$ cat src/rtl/vga_timing_pattern_gen_if.sv
// vga_timing_pattern_gen_if: pattern controls in, timing/video outputs back to the pin driver or pixel source
interface vga_timing_pattern_gen_if #(
    parameter int CNT_W = 10,
    parameter int PIX_W = 4
);
    logic [1:0]       mode;
    logic             invert;
    logic             hsync;
    logic             vsync;
    logic             de;
    logic [CNT_W-1:0] x;
    logic [CNT_W-1:0] y;
    logic             line_start;
    logic             frame_start;
    logic [PIX_W-1:0] video;
    modport master (
        input  mode, invert,
        output hsync, vsync, de, x, y, line_start, frame_start, video
    );
    modport slave (
        output mode, invert,
        input  hsync, vsync, de, x, y, line_start, frame_start, video
    );
endinterface

$ cat src/rtl/vga_timing_pattern_gen.sv
// vga_timing_pattern_gen: programmable VGA timing with aligned sync/de/coords/pulses and a grey test pattern
module vga_timing_pattern_gen #(
    parameter int H_DISPLAY     = 640,
    parameter int H_FRONT_PORCH = 16,
    parameter int H_SYNC_PULSE  = 96,
    parameter int H_BACK_PORCH  = 48,
    parameter int V_DISPLAY     = 480,
    parameter int V_FRONT_PORCH = 10,
    parameter int V_SYNC_PULSE  = 2,
    parameter int V_BACK_PORCH  = 33,
    parameter bit HS_POL        = 1'b0,
    parameter bit VS_POL        = 1'b0,
    parameter int CNT_W         = 10,
    parameter int PIX_W         = 4,
    parameter int CHK_LOG2      = 5,
    parameter int RAMP_SHIFT    = 6
) (
    input logic clk_25mhz,
    input logic reset,
    vga_timing_pattern_gen_if.master vif
);
    localparam int H_TOTAL = H_DISPLAY + H_FRONT_PORCH + H_SYNC_PULSE + H_BACK_PORCH;
    localparam int V_TOTAL = V_DISPLAY + V_FRONT_PORCH + V_SYNC_PULSE + V_BACK_PORCH;
    localparam logic [CNT_W-1:0] H_LAST = CNT_W'(H_TOTAL - 1);
    localparam logic [CNT_W-1:0] V_LAST = CNT_W'(V_TOTAL - 1);
    localparam logic [CNT_W-1:0] H_ACT  = CNT_W'(H_DISPLAY);
    localparam logic [CNT_W-1:0] V_ACT  = CNT_W'(V_DISPLAY);
    localparam logic [CNT_W-1:0] H_END  = CNT_W'(H_DISPLAY - 1);
    localparam logic [CNT_W-1:0] V_END  = CNT_W'(V_DISPLAY - 1);
    localparam logic [CNT_W-1:0] H_SS   = CNT_W'(H_DISPLAY + H_FRONT_PORCH);
    localparam logic [CNT_W-1:0] H_SE   = CNT_W'(H_DISPLAY + H_FRONT_PORCH + H_SYNC_PULSE);
    localparam logic [CNT_W-1:0] V_SS   = CNT_W'(V_DISPLAY + V_FRONT_PORCH);
    localparam logic [CNT_W-1:0] V_SE   = CNT_W'(V_DISPLAY + V_FRONT_PORCH + V_SYNC_PULSE);

    logic [CNT_W-1:0] h_cnt_q, h_cnt_d, v_cnt_q, v_cnt_d, x_q, x_d, y_q, y_d;
    logic [1:0]       mode_q, mode_d;
    logic             invert_q, invert_d;
    logic             hsync_q, hsync_d, vsync_q, vsync_d, de_q, de_d;
    logic             line_start_q, line_start_d, frame_start_q, frame_start_d;
    logic [PIX_W-1:0] video_q, video_d, pattern;
    logic             h_wrap, v_wrap, chk, border;

    always_comb begin
        h_wrap        = h_cnt_q == H_LAST;
        v_wrap        = v_cnt_q == V_LAST;
        h_cnt_d       = h_wrap ? '0 : h_cnt_q + 1'b1;
        v_cnt_d       = h_wrap ? (v_wrap ? '0 : v_cnt_q + 1'b1) : v_cnt_q;
        // settings swap on the last pixel so the whole next frame uses them
        mode_d        = (h_wrap && v_wrap) ? vif.mode : mode_q;
        invert_d      = (h_wrap && v_wrap) ? vif.invert : invert_q;
        x_d           = h_cnt_q;
        y_d           = v_cnt_q;
        de_d          = (h_cnt_q < H_ACT) && (v_cnt_q < V_ACT);
        hsync_d       = (h_cnt_q >= H_SS && h_cnt_q < H_SE) ? HS_POL : ~HS_POL;
        vsync_d       = (v_cnt_q >= V_SS && v_cnt_q < V_SE) ? VS_POL : ~VS_POL;
        line_start_d  = h_cnt_q == '0;
        frame_start_d = h_cnt_q == '0 && v_cnt_q == '0;
        chk           = |(((h_cnt_q ^ v_cnt_q) >> CHK_LOG2) & CNT_W'(1));
        border        = h_cnt_q == '0 || h_cnt_q == H_END || v_cnt_q == '0 || v_cnt_q == V_END;
        pattern       = mode_q == 2'd0 ? {PIX_W{1'b1}} :
                        mode_q == 2'd1 ? {PIX_W{chk}} :
                        mode_q == 2'd2 ? PIX_W'(h_cnt_q >> RAMP_SHIFT) :
                                         {PIX_W{border}};
        video_d       = de_d ? (invert_q ? ~pattern : pattern) : '0;
    end

    always_ff @(posedge clk_25mhz or posedge reset) begin
        if (reset) begin
            h_cnt_q       <= '0;
            v_cnt_q       <= '0;
            mode_q        <= '0;
            invert_q      <= 1'b0;
            x_q           <= '0;
            y_q           <= '0;
            de_q          <= 1'b0;
            hsync_q       <= ~HS_POL;
            vsync_q       <= ~VS_POL;
            line_start_q  <= 1'b0;
            frame_start_q <= 1'b0;
            video_q       <= '0;
        end else begin
            h_cnt_q       <= h_cnt_d;
            v_cnt_q       <= v_cnt_d;
            mode_q        <= mode_d;
            invert_q      <= invert_d;
            x_q           <= x_d;
            y_q           <= y_d;
            de_q          <= de_d;
            hsync_q       <= hsync_d;
            vsync_q       <= vsync_d;
            line_start_q  <= line_start_d;
            frame_start_q <= frame_start_d;
            video_q       <= video_d;
        end
    end

    assign vif.hsync       = hsync_q;
    assign vif.vsync       = vsync_q;
    assign vif.de          = de_q;
    assign vif.x           = x_q;
    assign vif.y           = y_q;
    assign vif.line_start  = line_start_q;
    assign vif.frame_start = frame_start_q;
    assign vif.video       = video_q;
endmodule

$ cat src/flat_wrapper.sv
// flat-port wrapper written by rule: the top's interface ports become plain ports
module vga_timing_pattern_gen_flat 
#(
    parameter int H_DISPLAY     = 640,
    parameter int H_FRONT_PORCH = 16,
    parameter int H_SYNC_PULSE  = 96,
    parameter int H_BACK_PORCH  = 48,
    parameter int V_DISPLAY     = 480,
    parameter int V_FRONT_PORCH = 10,
    parameter int V_SYNC_PULSE  = 2,
    parameter int V_BACK_PORCH  = 33,
    parameter bit HS_POL        = 1'b0,
    parameter bit VS_POL        = 1'b0,
    parameter int CNT_W         = 10,
    parameter int PIX_W         = 4,
    parameter int CHK_LOG2      = 5,
    parameter int RAMP_SHIFT    = 6
)
  (clk_25mhz, reset, vif_mode, vif_invert, vif_hsync, vif_vsync, vif_de, vif_x, vif_y, vif_line_start, vif_frame_start, vif_video);
  vga_timing_pattern_gen_if #(.CNT_W(CNT_W), .PIX_W(PIX_W)) vif_i ();
  input logic clk_25mhz;
  input logic reset;
  input wire logic [$bits(vif_i.mode)-1:0] vif_mode;
  input wire logic [$bits(vif_i.invert)-1:0] vif_invert;
  output wire logic [$bits(vif_i.hsync)-1:0] vif_hsync;
  output wire logic [$bits(vif_i.vsync)-1:0] vif_vsync;
  output wire logic [$bits(vif_i.de)-1:0] vif_de;
  output wire logic [$bits(vif_i.x)-1:0] vif_x;
  output wire logic [$bits(vif_i.y)-1:0] vif_y;
  output wire logic [$bits(vif_i.line_start)-1:0] vif_line_start;
  output wire logic [$bits(vif_i.frame_start)-1:0] vif_frame_start;
  output wire logic [$bits(vif_i.video)-1:0] vif_video;
  assign vif_i.mode = vif_mode;
  assign vif_i.invert = vif_invert;
  assign vif_hsync = vif_i.hsync;
  assign vif_vsync = vif_i.vsync;
  assign vif_de = vif_i.de;
  assign vif_x = vif_i.x;
  assign vif_y = vif_i.y;
  assign vif_line_start = vif_i.line_start;
  assign vif_frame_start = vif_i.frame_start;
  assign vif_video = vif_i.video;
  vga_timing_pattern_gen #(.H_DISPLAY(H_DISPLAY), .H_FRONT_PORCH(H_FRONT_PORCH), .H_SYNC_PULSE(H_SYNC_PULSE), .H_BACK_PORCH(H_BACK_PORCH), .V_DISPLAY(V_DISPLAY), .V_FRONT_PORCH(V_FRONT_PORCH), .V_SYNC_PULSE(V_SYNC_PULSE), .V_BACK_PORCH(V_BACK_PORCH), .HS_POL(HS_POL), .VS_POL(VS_POL), .CNT_W(CNT_W), .PIX_W(PIX_W), .CHK_LOG2(CHK_LOG2), .RAMP_SHIFT(RAMP_SHIFT)) u_core (.clk_25mhz(clk_25mhz), .reset(reset), .vif(vif_i));
endmodule
$ cat config.mk
export PLATFORM = sky130hd
export DESIGN_NAME = vga_timing_pattern_gen_flat
export DESIGN_NICKNAME = d
export VERILOG_FILES = /design/src/rtl/vga_timing_pattern_gen_if.sv /design/src/rtl/vga_timing_pattern_gen.sv /design/src/flat_wrapper.sv
export SDC_FILE = /design/constraint.sdc
export NUM_CORES = 1
export LEC_CHECK = 0
export ABC_AREA = 1
export BUFFER_PORTS_ARGS = -buffer_cell sky130_fd_sc_hd__buf_2
export CAP_MARGIN = 10
export CELL_PAD_IN_SITES_DETAIL_PLACEMENT = 1
export CELL_PAD_IN_SITES_GLOBAL_PLACEMENT = 1
export CORE_MARGIN = 5
export CORE_UTILIZATION = 35
export DETAILED_ROUTE_END_ITERATION = 16
export GPL_TIMING_DRIVEN = 0
export PLACE_DENSITY = 0.77
export SYNTH_ARGS = -nofsm -noshare
export SYNTH_HDL_FRONTEND = slang
export SYNTH_SLANG_ARGS = --single-unit
$ cat constraint.sdc
create_clock -name clk_25mhz -period 1.53 [get_ports clk_25mhz]
set_clock_uncertainty 0.2 [all_clocks]
set_input_delay 0.2295 -clock clk_25mhz [delete_from_list [all_inputs] [get_ports clk_25mhz]]
set_output_delay 0.2295 -clock clk_25mhz [all_outputs]
set_load 0.01 [all_outputs]
# After elaboration in Yosys (flattened, before gate mapping)

Index checks and enable logic that the tools add are counted.

Register bits: 52
Bits of input ports: 5
Output and inout bits: 29
Logic and storage cells: 48

Add/subtract/negate cells: 2
Magnitude comparators: 6
Eq/ne operators: 6
Muxes and demuxes: 9
Bitwise gates (word level): 2
Reductions and logical operators: 11

Operators by type and width:

| operator                                                    | count |
|---|---|
| equality test 10 bit, second input constant                 | 3 |
| adder 10 x 1 -> 10 bit, second input constant               | 2 |
| logical NOT 10 bit                                          | 2 |
| less-than comparator 10 bit, second input constant          | 2 |
| less-than comparator 10 x 9 -> 1 bit, second input constant | 2 |
| 2-to-1 mux 10 bit                                           | 2 |
| 2-to-1 mux 4 bit                                            | 5 |
| equality test 10 x 9 -> 1 bit, second input constant        | 1 |
| >= comparator 10 bit, second input constant                 | 1 |
| >= comparator 10 x 9 -> 1 bit, second input constant        | 1 |
| bitwise XOR 6 bit                                           | 1 |
| logical AND 1 bit                                           | 5 |
| NOT 4 bit                                                   | 1 |
| logical OR 1 bit                                            | 3 |
| equality test 2 x 1 -> 1 bit, second input constant         | 1 |
| equality test 2 bit, second input constant                  | 1 |
| logical NOT 2 bit                                           | 1 |
| 2-to-1 mux 1 bit                                            | 2 |

# Longest topological paths before layout

Gate-level depths: netlist (run 1).

Word-level depth: 10
Depth in mapped cells: 12

# Least setup slack after synthesis (run 1)

Ideal clock, no wire load.

Path kind: register to register
Start: reg u_core.h_cnt_q[0]
End: reg u_core.v_cnt_q[8]
Library setup time: 0.122 ns
Arrival: 1.333 ns
Required time: 1.208 ns
Setup slack: -0.125 ns
Cell stages (with the launch flop): 10
Path buffers: 0
Period minus slack after synthesis: 1.655 ns
Path through: dfrtp_1 > ha_1 > nand3_2 > inv_1 > nand3_2 > nor2_2 > inv_2 > nor3_4 > nand2_2 > xor2_1

Word-level cells in the longest chain between the ends: 1

RTL lines:

| element                | line                         | source |
|---|---|---|
| from (decl)            | vga_timing_pattern_gen.sv:35 | `logic [CNT_W-1:0] h_cnt_q, h_cnt_d, v_cnt_q, v_cnt_d, x_q, x_d, y_q, y_d;` |
| from (signal assigned) | vga_timing_pattern_gen.sv:82 | `h_cnt_q <= h_cnt_d;` |
| equality test 10 bit   | vga_timing_pattern_gen.sv:44 | `h_wrap = h_cnt_q == H_LAST;` |
| to (signal assigned)   | vga_timing_pattern_gen.sv:83 | `v_cnt_q <= v_cnt_d;` |
| to (decl)              | vga_timing_pattern_gen.sv:35 |  |

Every way passes these cells.
A chain may end at the register's enable or synchronous reset.

# Final worst setup path (run 1)

Start: reg u_core.v_cnt_q[8]
End: reg u_core.video_q[2] (netlist: u_core.vif.video[2])

Elaborated cells between the ends (all ways): 12

RTL lines:

| element                              | line                         | source |
|---|---|---|
| less-than comparator 10 x 9 -> 1 bit | vga_timing_pattern_gen.sv:53 | `de_d = (h_cnt_q < H_ACT) && (v_cnt_q < V_ACT);` |
| logical AND 1 bit                    | vga_timing_pattern_gen.sv:53 |  |
| net u_core.de_d                      | vga_timing_pattern_gen.sv:38 | `logic hsync_q, hsync_d, vsync_q, vsync_d, de_q, de_d;` |
| 2-to-1 mux 4 bit                     | vga_timing_pattern_gen.sv:64 | `video_d = de_d ? (invert_q ? ~pattern : pattern) : '0;` |
| net u_core.video_d[2]                | vga_timing_pattern_gen.sv:40 | `logic [PIX_W-1:0] video_q, video_d, pattern;` |
| to (signal assigned)                 | vga_timing_pattern_gen.sv:93 | `video_q <= video_d;` |
| to (decl)                            | vga_timing_pattern_gen.sv:40 |  |

The timed path passes the listed nets, and every way through them passes these cells.

==> impl_results.md, run 1 <==
- IO Pins: 34
- WHS: ~180 ps
- Vias: 1844
- Via density: roughly 5
- Number of antenna diodes: 0
- Worst endpoint required time: between 1500 and 2000 ps
- Post-synthesis async set-or-reset flop share: 100%
- Die W: 89.4 um
- Total Wirelength: between 5 and 6 mm
- Initial antenna violation count: 0
- Post-synth EDFFs: 0
- HP Start: u_core.h_cnt_q[6]
- Clock latency on the worst-skew pair: 300 ps
- Final setup TNS: -4500 ps
- Clock period minus worst slack: between 1500 and 2000 ps
- CTS tree: built
- Clock root buffer: clkbuf_8
- Total CTS buffers: 5
- Post-synth top area cell: dfrtp_1
- Share of layout cells above drive strength 1: a little over two fifths
- Initial Util: approximately 35%
- Final std cells w/o fill: 379
- Least-Margin Pin Slew: around 700 ps
- Post-DRT Antenna Nets: 0
- CP Capture Type: flop
- CP Launch Type: flop
- Die Footprint: 7990 um2
- Clock share of power: 34.4%
- Slew HR: around 53%
- Sw frac: between 20% and 30%
- Final core utilization: between 40 and 50%
- Pre-CTS setup slack: -366 ps
- GRT overflow: 0
- Reg clk slew, reported paths: about 90 ps
- Mapped Cells: 238
- Nets: 310
- Failing checks: negative setup slack
- Synth cell types: 29
- First DRT Iteration DRCs: just under 60
- Worst hold-check path type: reg2reg
- Post-route DRC: 0
- Largest net degree at the start of global routing: 53
- Final max-slew violation count: 0
- Setup ws final: -292 ps
- Status: finished, violations left
- Synth Area per Inst: between 9 and 10 um2
- 1st-pass router iterations: 4
- F_max: approximately 550 MHz
- Int Pwr: 1.71 mW
- Die Span Y: approximately 89 um
- Logic pwr share: between 2 and 2.5%
- # rows: 29
- Critical path origin: u_core.v_cnt_q[8]
- Power per cell area: ~700 nW/um2
- Sequential cell area: around 1300 um2
- Placed insts: between 300 and 400
- Area of the multi-input gates: between 900 and 1000 um2
- Switching power: roughly 0.45 mW
- Synthesized area: 2210 um2
- Worst vdd ir: 303 uV
- Total GRT Usage: between 10% and 20%
- Endpoints failing setup: 26
- #FFs+latches synth: 52
- PortBufs: 33
- R2R Path Start: u_core.v_cnt_q[8]
- Pleak: 1.50 nW
- Placer Congestion: a little over 0.8
- Fin. Hold Viols: 0
- Crit Path Category: reg2reg
- Register area share after synthesis: 59.1%
- Final worst path period share: 119%
- Most used DFF post-synth: dfrtp_1
- CORE AREA: between 6000 and 7000 um2
- Filler Cells Inserted: 717
- Wire length per cell: 14.8 um
- CTS sink cnt: 52
- Max-Cap Viols: 0
- Share of power burned in registers: between 60% and 70%
- CP arrival: ~1800 ps
- First-pass GRT wire length: about 8.6 mm
- RSZ-0062 raised after global routing: yes
- Synthesized Nets: 247
- Commonest cells in the netlist: 50 x dfrtp_1, 50 x nand2_1, 34 x inv_1
- Crit Path Max Fanout: 5
- DP HPWL: 3.52 mm
- Area fraction of the dominant cell type after synthesis: a little under three fifths
- Area Growth Syn to Fin: 36.5%
- H-tree depth: 2
- Dominant cells by area after synthesis: dfrtp_1 57%, nand2_1 8.5%, inv_1 5.8%, nor2_1 4.4%, nand3_1 3.4%
- Yosys warns: 0
- Bufs on Longest Clock Path: 2
- Vias in the first global route: ~1900
[path summary, 6_finish.rpt]
kind / depth (start not counted) / endpoint / slack, ps
min reg2reg: 0 / u_core.vif.x[6] / 180
min: 0 / u_core.vif.x[6] / 180
max in group asynchronous: 4 / u_core.vif.vsync / 260
max reg2reg: 5 / u_core.vif.video[2] / -290
min in group asynchronous: 3 / u_core.vif.x[1] / 300
max: 5 / u_core.vif.video[2] / -290
[flip-flops by register name, summed over array words and instances, names as in the netlist]
name	flops
u_core.vif.de	1
u_core.vif.video	4
u_core.vif.y	10
u_core.h_cnt_q	10
u_core.vif.frame_start	1
u_core.invert_q	1
u_core.vif.line_start	1
u_core.vif.x	10
u_core.vif.vsync	1
u_core.vif.hsync	1
u_core.v_cnt_q	10
u_core.mode_q	2
[power groups by stage]
stage	registers, mW	clock network [mW]	logic, mW
2_1_floorplan	1.40	0	0.0205
3_3_place_gp	1.40	0	0.0334
3_5_place_dp	1.40	0	0.0345
4_1_cts	1.37	0.782	0.0404
5_1_grt	1.37	0.863	0.0547
6_report	1.37	0.745	0.0458
[layout make-up]
| cell class | count | share of cell area [%] |
|---|---|---|
| inverters | 37 | 4.74 |
| repair buffers | 56 | 12.1 |
| clock inverters | 1 | 0.166 |
| well taps | 77 | 3.20 |
| clock buffers | 7 | 2.53 |
| flip-flops and latches | 52 | 43.6 |
| multi-input cells | 147 | 33.1 |
| plain buffers | 2 | 0.623 |
[metrics by stage]
step | area, um2 | power (mW)
after floorplan | 2230 | 1.42
after global placement | 2500 | 1.43
after detailed placement | 2500 | 1.44
after CTS | 2750 | 2.20
after global routing | 3010 | 2.29
final | 3010 | 2.16
[worst max-delay path, cell delays in order, from the launching register on]
cell	delay [ps]
dfrtp_1	440
nand2_1	150
nor3_1	570
nor3_2	190
nand2_1	120
nor2_1	50
[what timing repair did]
action / 4_1_cts / 5_1_grt
hold buffers: 3 / 1
setup buffers: 7 / 11
endpoints found under the hold margin: 3 / 20
pin swaps: 10 / 21
resized for setup: 30 / 45
setup endpoints to repair: 28 / 27
[per-layer routing]
metal,up-vias,global-route usage (%),wire (um)
li1,882,-,-
met1,918,16.8,2240
met2,34,24.8,3080
met3,10,3.41,183
met4,0,3.25,111
met5,-,0,0
[cells by family after synthesis]
logic type	count (synthesis)	synth area share (%)
fa+ha+maj	4	2.27
compound gates	26	6.81
flops	52	59.1
xor+xnor	4	1.59
buf+inv	39	6.75
simple gates	113	23.5
[layout by cell type (no fill, tap or decap), types with 3 or more instances in the layout]
cell           Yosys  routed
dfrtp_1           50      43
dlygate4sd3_1      0       4
nand4_1            3       3
inv_1             34      20
o21ai_1            1       4
clkbuf_8           0       5
buf_4              0      18
nand2_2            1      12
o21ai_0            9       5
nor2_4             0       7
nand3_2            2       6
nand3_4            0       3
nor3_1            10       7
nor2_1            26      18
nor3_2             2       4
xor2_1             4       4
a21oi_1            9       7
ha_4               0       4
buf_2              2      33
nand3_1           15       8
dfrtp_2            0       7
inv_2              2      15
nand2_1           50      38
Note: power is estimated with default switching activity, not from simulation.
==> run 2: changes to the inputs <==
--- a/config.mk
+++ b/config.mk
@@ -14,7 +14,7 @@
 export CORE_UTILIZATION = 35
 export DETAILED_ROUTE_END_ITERATION = 16
 export GPL_TIMING_DRIVEN = 0
-export PLACE_DENSITY = 0.77
+export PLACE_DENSITY_LB_ADDON = 0.1
 export SYNTH_ARGS = -nofsm -noshare
 export SYNTH_HDL_FRONTEND = slang
 export SYNTH_SLANG_ARGS = --single-unit
==> impl_results.md, run 2 (synthesis gave the netlist of run 1 again) <==
- Initial Util: 35.3% (unchanged)
- Area after DPL: 2500 um2 (unchanged)
- Reg2reg end: u_core.v_cnt_q[8]
- Failing checks: negative setup slack
- Wire length per cell: 13.9 um (-6.2%)
- Worst endpoint required time: 1520 ps (about the same)
- Share of layout cells above drive strength 1: 43.7% (about the same)
- Crit Path Max Fanout: 6 (+1)
- R2R Path Start: u_core.h_cnt_q[0]
- Power per cell area: 727 nW/um2 (+1.2%)
- 1st-pass router iterations: 4 (unchanged)
- Die Footprint: 7990 um2 (unchanged)
- Clock period minus worst slack: 1780 ps (-45.2 ps)
- First-pass GRT wire length: 8.69 mm (+0.96%)
- CP arrival: 1770 ps (-40 ps)
- Die Span Y: 89.4 um (unchanged)
- Vias: 1786 (-3.1%)
- CP endpoint: u_core.v_cnt_q[8]
- Post-route cell area: 2970 um2 (-1.5%)
- Slew HR: 60.2% (+7.4 points)
- Worst vdd ir: 406 uV (+34%)
- Filler Cells Inserted: 742 (+3.5%)
- Pre-CTS setup slack: -339 ps (+27.0 ps)
- Post-route DRC: 0 (unchanged)
- CP Capture Type: flop
- Number of antenna diodes: 0 (unchanged)
- Most common cell after layout, fill and taps aside: dfrtp_1
- First DRT Iteration DRCs: 21 (-64%)
- Total CTS buffers: 5 (unchanged)
- H-tree depth: 2 (unchanged)
- Clock root buffer: clkbuf_8
- CTS sink cnt: 52 (unchanged)
- RSZ-0062 raised after global routing: yes
- Fin. Hold Viols: 0 (unchanged)
- Area Growth Syn to Fin: 34.4%
- Critical path origin: u_core.h_cnt_q[0]
- DP HPWL: 3.66 mm (+4.0%)
- Die W: 89.4 um (unchanged)
- Max-Cap Viols: 0 (unchanged)
- Total chip power: 2.16 mW (-0.34%)
- CP Launch Type: flop
- Vias in the first global route: 1812 (-2.4%)
- Setup ws final: -247 ps (+45.2 ps)
- Largest net degree at the start of global routing: 53 (unchanged)
- Area of the multi-input gates: 961 um2 (-3.5%)
- Most frequent cells in the layout: 40 x dfrtp_1, 39 x nand2_1, 33 x buf_2
- Crit Path Category: reg2reg
- Final worst path period share: 116% (-3.0 points)
- Pleak: 1.48 nW (-1.4%)
- Least-Margin Pin Slew: 596 ps (-106 ps)
- Reg clk slew, reported paths: 90 ps (about the same)
- Final core utilization: 47.5% (-0.74 points)
- IO Pins: 34 (unchanged)
- Placer Congestion: 0.789 (-3.2%)
- Total Wirelength: 5.23 mm (-6.7%)
- Sequential cell area: 1320 um2 (+0.29%)
- Nets: 309 (-0.32%)
- Final max-slew violation count: 0 (unchanged)
- Total GRT Usage: 14.2% (+0.34 points)
- CTS tree: built
- # rows: 29 (unchanged)
- Bufs on Longest Clock Path: 2 (unchanged)
- Reg2reg path depth: 9 (+4)
- F_max: 563 MHz (+2.5%)
- CORE AREA: 6240 um2 (unchanged)
- PortBufs: 33 (unchanged)
- Clock latency on the worst-skew pair: 290 ps (about the same)
- R2r setup slk: -250 ps (+50 ps)
- Post-DRT Antenna Nets: 0 (unchanged)
- GRT overflow: 0 (unchanged)
- Via density: 4.74 (-2.6%)
- Initial antenna violation count: 0 (unchanged)
- Status: finished, violations left
- Worst hold-check path type: reg2reg
- Endpoints failing setup: 23 (-12%)
-- run 2: cell types whose count changed in the layout (fill, tap and decap cells not counted), sizes merged --
cell / change
buf: -1
clkbuf: -1
-- run 2: metrics by stage --
step,cells,hold slack [ps],setup TNS (ps)
floorplan,238,83.8,-495
global placement,348,152,-5300
detailed placement,348,177,-5700
CTS,368,33.7,-3710
global route,377,258,-6270
finish,377,240,-3380
-- run 2: critical path, stage by stage, from the launching register on --
cell and delay, ps:
dfrtp_1 390, ha_2 230, nand3_4 100, inv_2 90
nand3_4 120, nor2_4 140, inv_2 70, nor3_4 130
nand2_2 60, xor2_1 140
-- run 2: per-layer routing --
metal | wire length, um | global-route usage, %
met3 | 127 | 2.21
met2 | 2720 | 24.1
met5 | 0 | 0
met1 | 2320 | 18.7
met4 | 68 | 4.47
-- run 2: layout make-up --
type                            count  area share [%]
Multi-Input combinational cell    147            32.4
Sequential cell                    52            44.4
Inverter                           37            4.81
Tap cell                           77            3.25
Clock buffer                        6            2.45
Timing Repair Buffer               56            12.2
Clock inverter                      1           0.169
Buffer                              1           0.380
-- run 2: how the worst min path moves through the flow --
| stage | startpoint | end | cells past startpoint |
|---|---|---|---|
| after detailed placement | u_core.h_cnt_q[6] | u_core.vif.x[6] | 0 |
| final | u_core.v_cnt_q[1] | u_core.vif.y[1] | 0 |
| after CTS | reset | u_core.vif.x[6] | 2 |
| after global placement | u_core.h_cnt_q[6] | u_core.vif.x[6] | 0 |
| after floorplan | reset | u_core.h_cnt_q[0] | 1 |
| after global routing | u_core.v_cnt_q[1] | u_core.vif.y[1] | 0 |
-- run 2: timing repair --
| item | in CTS | in global routing |
|---|---|---|
| resized for setup | 28 | 37 |
| setup endpoints to repair | 26 | 25 |
| pin swaps | 7 | 14 |
| endpoints found under the hold margin | 3 | 25 |
| gates cloned | 0 | 0 |
| hold buffers | 3 | 1 |
| buffers inserted | 11 | 7 |
-- run 2: power by group --
group,internal (mW),switching (mW)
combinational,0.0159,0.0302
sequential,1.37,0
clock,0.312,0.425
==> run 3: changes to the inputs <==
--- a/config.mk
+++ b/config.mk
@@ -5,7 +5,6 @@
 export SDC_FILE = /design/constraint.sdc
 export NUM_CORES = 1
 export LEC_CHECK = 0
-export ABC_AREA = 1
 export BUFFER_PORTS_ARGS = -buffer_cell sky130_fd_sc_hd__buf_2
 export CAP_MARGIN = 10
 export CELL_PAD_IN_SITES_DETAIL_PLACEMENT = 1
==> constraint.sdc (replaced) <==
create_clock -name clk_25mhz -period 1.5 [get_ports clk_25mhz]
set_clock_uncertainty 0.2 [all_clocks]
set_input_delay 0.225 -clock clk_25mhz [delete_from_list [all_inputs] [get_ports clk_25mhz]]
set_output_delay 0.225 -clock clk_25mhz [all_outputs]
set_load 0.1 [all_outputs]
==> impl_results.md, run 3 <==
- Crit Path Max Fanout: 3 (-3)
- Post-synth EDFFs: 0 (unchanged)
- R2r setup slk: -580 ps (-330 ps)
- Total chip power: 2.27 mW (+5.0%)
- Reg2reg path depth: 5 (-4)
- Register area share after synthesis: 62.0% (+2.9 points)
- Failing checks: negative setup slack
- GRT overflow: 0 (unchanged)
- CTS tree: built
- Crit-path slowest cell: or4_4
- Number of antenna diodes: 0 (unchanged)
- WHS: 191 ps (-48.3 ps)
- Die Footprint: 7660 um2 (-4.2%)
- CP endpoint: u_core.vif.video[2]
- Worst hold-check path type: reg2reg
- Max incr delay on CP: 560 ps (+170 ps)
- Max-Cap Viols: 0 (unchanged)
- Initial Util: 35.7% (+0.37 points)
- Clock period minus worst slack: 2080 ps (+301 ps)
- Nets: 264 (-15%)
- #FFs+latches synth: 52 (unchanged)
- Clock latency on the worst-skew pair: 310 ps (+20 ps)
- Synthesized area: 2100 um2 (-4.7%)
- Endpoints failing setup: 26 (+13%)
- Synth cell types: 38 (+31%)
- DP HPWL: 3.14 mm (-14%)
- CP Launch Type: flop
- Commonest cells in the netlist: 50 x dfrtp_1, 11 x nor2_1, 10 x inv_1, 10 x nand2_1, 9 x nand3_1
- Reg clk slew, reported paths: 90 ps (about the same)
- Post-route DRC: 0 (unchanged)
- Mapped Cells: 178 (-25%)
- Most common cell in the netlist: dfrtp_1
- Final worst path period share: 139% (+22 points)
- Most frequent cells in the layout: 44 x dfrtp_1, 32 x buf_4, 24 x clkbuf_4
- CORE AREA: 5890 um2 (-5.7%)
- Worst vdd ir: 437 uV (+7.8%)
- Synthesized Nets: 187 (-24%)
- # rows: 28 (-3.4%)
- First-pass GRT wire length: 8.49 mm (-2.4%)
- Slew HR: 65.9% (+5.8 points)
- Via density: 4.86 (+2.6%)
- Post-DRT Antenna Nets: 0 (unchanged)
- Die Span Y: 87.5 um (-2.1%)
- Least-Margin Pin Slew: 510 ps (-86.2 ps)
- Clock root buffer: clkbuf_8
- F_max: 481 MHz (-14%)
- First DRT Iteration DRCs: 38 (+81%)
- Die W: 87.5 um (-2.1%)
- Vias: 1609 (-9.9%)
- CP cell instances: or4_4 > or3_4 > a41oi_4 > a211oi_2 > mux2i_1
- Vias in the first global route: 1738 (-4.1%)
- IO Pins: 34 (unchanged)
- PortBufs: 33 (unchanged)
- Placer Congestion: 0.745 (-5.7%)
- Total CTS buffers: 5 (unchanged)
- Pleak: 1.40 nW (-5.4%)
- Largest net degree at the start of global routing: 53 (unchanged)
- Setup ws final: -578 ps (-331 ps)
- CTS sink cnt: 52 (unchanged)
- Synth Area per Inst: 11.8 um2 (+27%)
- RSZ-0062 raised after global routing: yes
- Status: finished, violations left
- Share of layout cells above drive strength 1: 50.4% (+6.7 points)
- Pre-CTS setup slack: -748 ps (-410 ps)
- Bufs on Longest Clock Path: 2 (unchanged)
- Total GRT Usage: 14.5% (+0.27 points)
- CP arrival: 2070 ps (+300 ps)
- CP Capture Type: flop
- Final max-slew violation count: 0 (unchanged)
- Area fraction of the dominant cell type after synthesis: 59.5% (+2.8 points)
- Most common cell after layout, fill and taps aside: dfrtp_1
- Critical path origin: u_core.v_cnt_q[7]
- Total Wirelength: 5.22 mm (-0.31%)
- Area after DPL: 2460 um2 (-1.5%)
- R2R Path Start: u_core.v_cnt_q[7]
- Wire length per cell: 15.8 um (+14%)
- Initial antenna violation count: 0 (unchanged)
- Most used DFF post-synth: dfrtp_1
- Area Growth Syn to Fin: 49.5%
- Post-route cell area: 3140 um2 (+5.9%)
- Fin. Hold Viols: 0 (unchanged)
- Crit Path Category: reg2reg
- Post-synthesis async set-or-reset flop share: 100% (unchanged)
- Reg2reg end: u_core.vif.video[2]
- Post-synth top area cell: dfrtp_1
- 1st-pass router iterations: 4 (unchanged)
- Power per cell area: 721 nW/um2 (-0.86%)
- Yosys warns: 0 (unchanged)
- H-tree depth: 2 (unchanged)
- Worst endpoint required time: 1500 ps (-20 ps)
- Dominant cells by area after synthesis: dfrtp_1 60%, dfstp_2 2.5%, xnor2_1 2.5%, xor2_1 2.5%, ha_1 2.4%
## run 3: cell count changes in the layout (fill, tap and decap cells not counted), sizes merged, moves of 4 or more
cell | before | now
nor2 | 27 | 11
nor3 | 13 | 4
buf | 53 | 47
clkbuf | 6 | 33
mux2i | 0 | 4
nand2 | 51 | 10
xnor2 | 0 | 6
nand4 | 4 | 8
nand3 | 17 | 9
a21oi | 9 | 1
inv | 35 | 9
## run 3: repair_timing
| item | in CTS | in global routing |
|---|---|---|
| hold buffers | 3 | 1 |
| hold endpoints to repair | 3 | 21 |
| pin swaps | 3 | 12 |
| endpoints found under the setup margin | 34 | 54 |
| resized for setup | 38 | 56 |
| setup buffers | 20 | 14 |
## run 3: critical path, delay by kind of cell, from the launching register on
family	cells	cell delay (ps)
compound gates	2	280
flops	1	410
mux	1	140
simple gates	2	940
## run 3: worst min-delay path by stage
stage	from	to	slack, ps	depth (start not counted)
floorplan	reset	u_core.h_cnt_q[0]	80	1
global placement	u_core.v_cnt_q[2]	u_core.vif.y[2]	160	0
detailed placement	u_core.h_cnt_q[4]	u_core.vif.x[4]	160	0
CTS	reset	u_core.h_cnt_q[5]	20	2
global route	u_core.v_cnt_q[2]	u_core.vif.y[2]	210	0
finish	u_core.v_cnt_q[2]	u_core.vif.y[2]	190	0
## run 3: report_power, final
part / internal (mW) / switching [mW] / total, mW
clock network: 0.369 / 0.449 / 0.818
registers: 1.40 / 0 / 1.40
logic: 0.0164 / 0.0305 / 0.0469
## run 3: through the flow
stage	instances	util, %	setup TNS [ps]
2_1_floorplan	178	-	-7270
3_3_place_gp	286	41.8	-11900
3_5_place_dp	286	41.8	-12470
4_1_cts	317	48.5	-9510
5_1_grt	331	53.4	-11850
6_report	331	53.4	-10070
## run 3: area by class of cell
cell class                 instances  area [um2]
fill                             618        2740
buffer                             7        90.1
clock inverter                     2        10.0
timing repair buffer              71         588
sequential                        52        1310
clock buffer                       6        82.6
tap                               75        93.8
multi-input combinational        108         925
inverter                          10        41.3
## run 3: cell families (layout without fill, tap and decap cells)
logic type,count (synthesis),count (layout),synth area share [%]
adder cells (fa/ha/maj),4,4,2.38
flip-flops,52,52,62.0
AO/OA/AOI/OAI,19,19,6.07
XOR/XNOR,12,12,5.00
AND/OR/NAND/NOR,66,66,17.4
buffers and inverters,18,96,3.57
multiplexers,7,7,3.51
## run 3: layer usage
metal | part of all wire (%) | GRT usage (%) | up-vias
met1 | 40 | 16.9 | 813
met5 | 0 | 0 | -
met4 | 1.2 | 3.77 | 0
met3 | 3.3 | 3.78 | 6
met2 | 55 | 26.2 | 24
li1 | - | - | 766
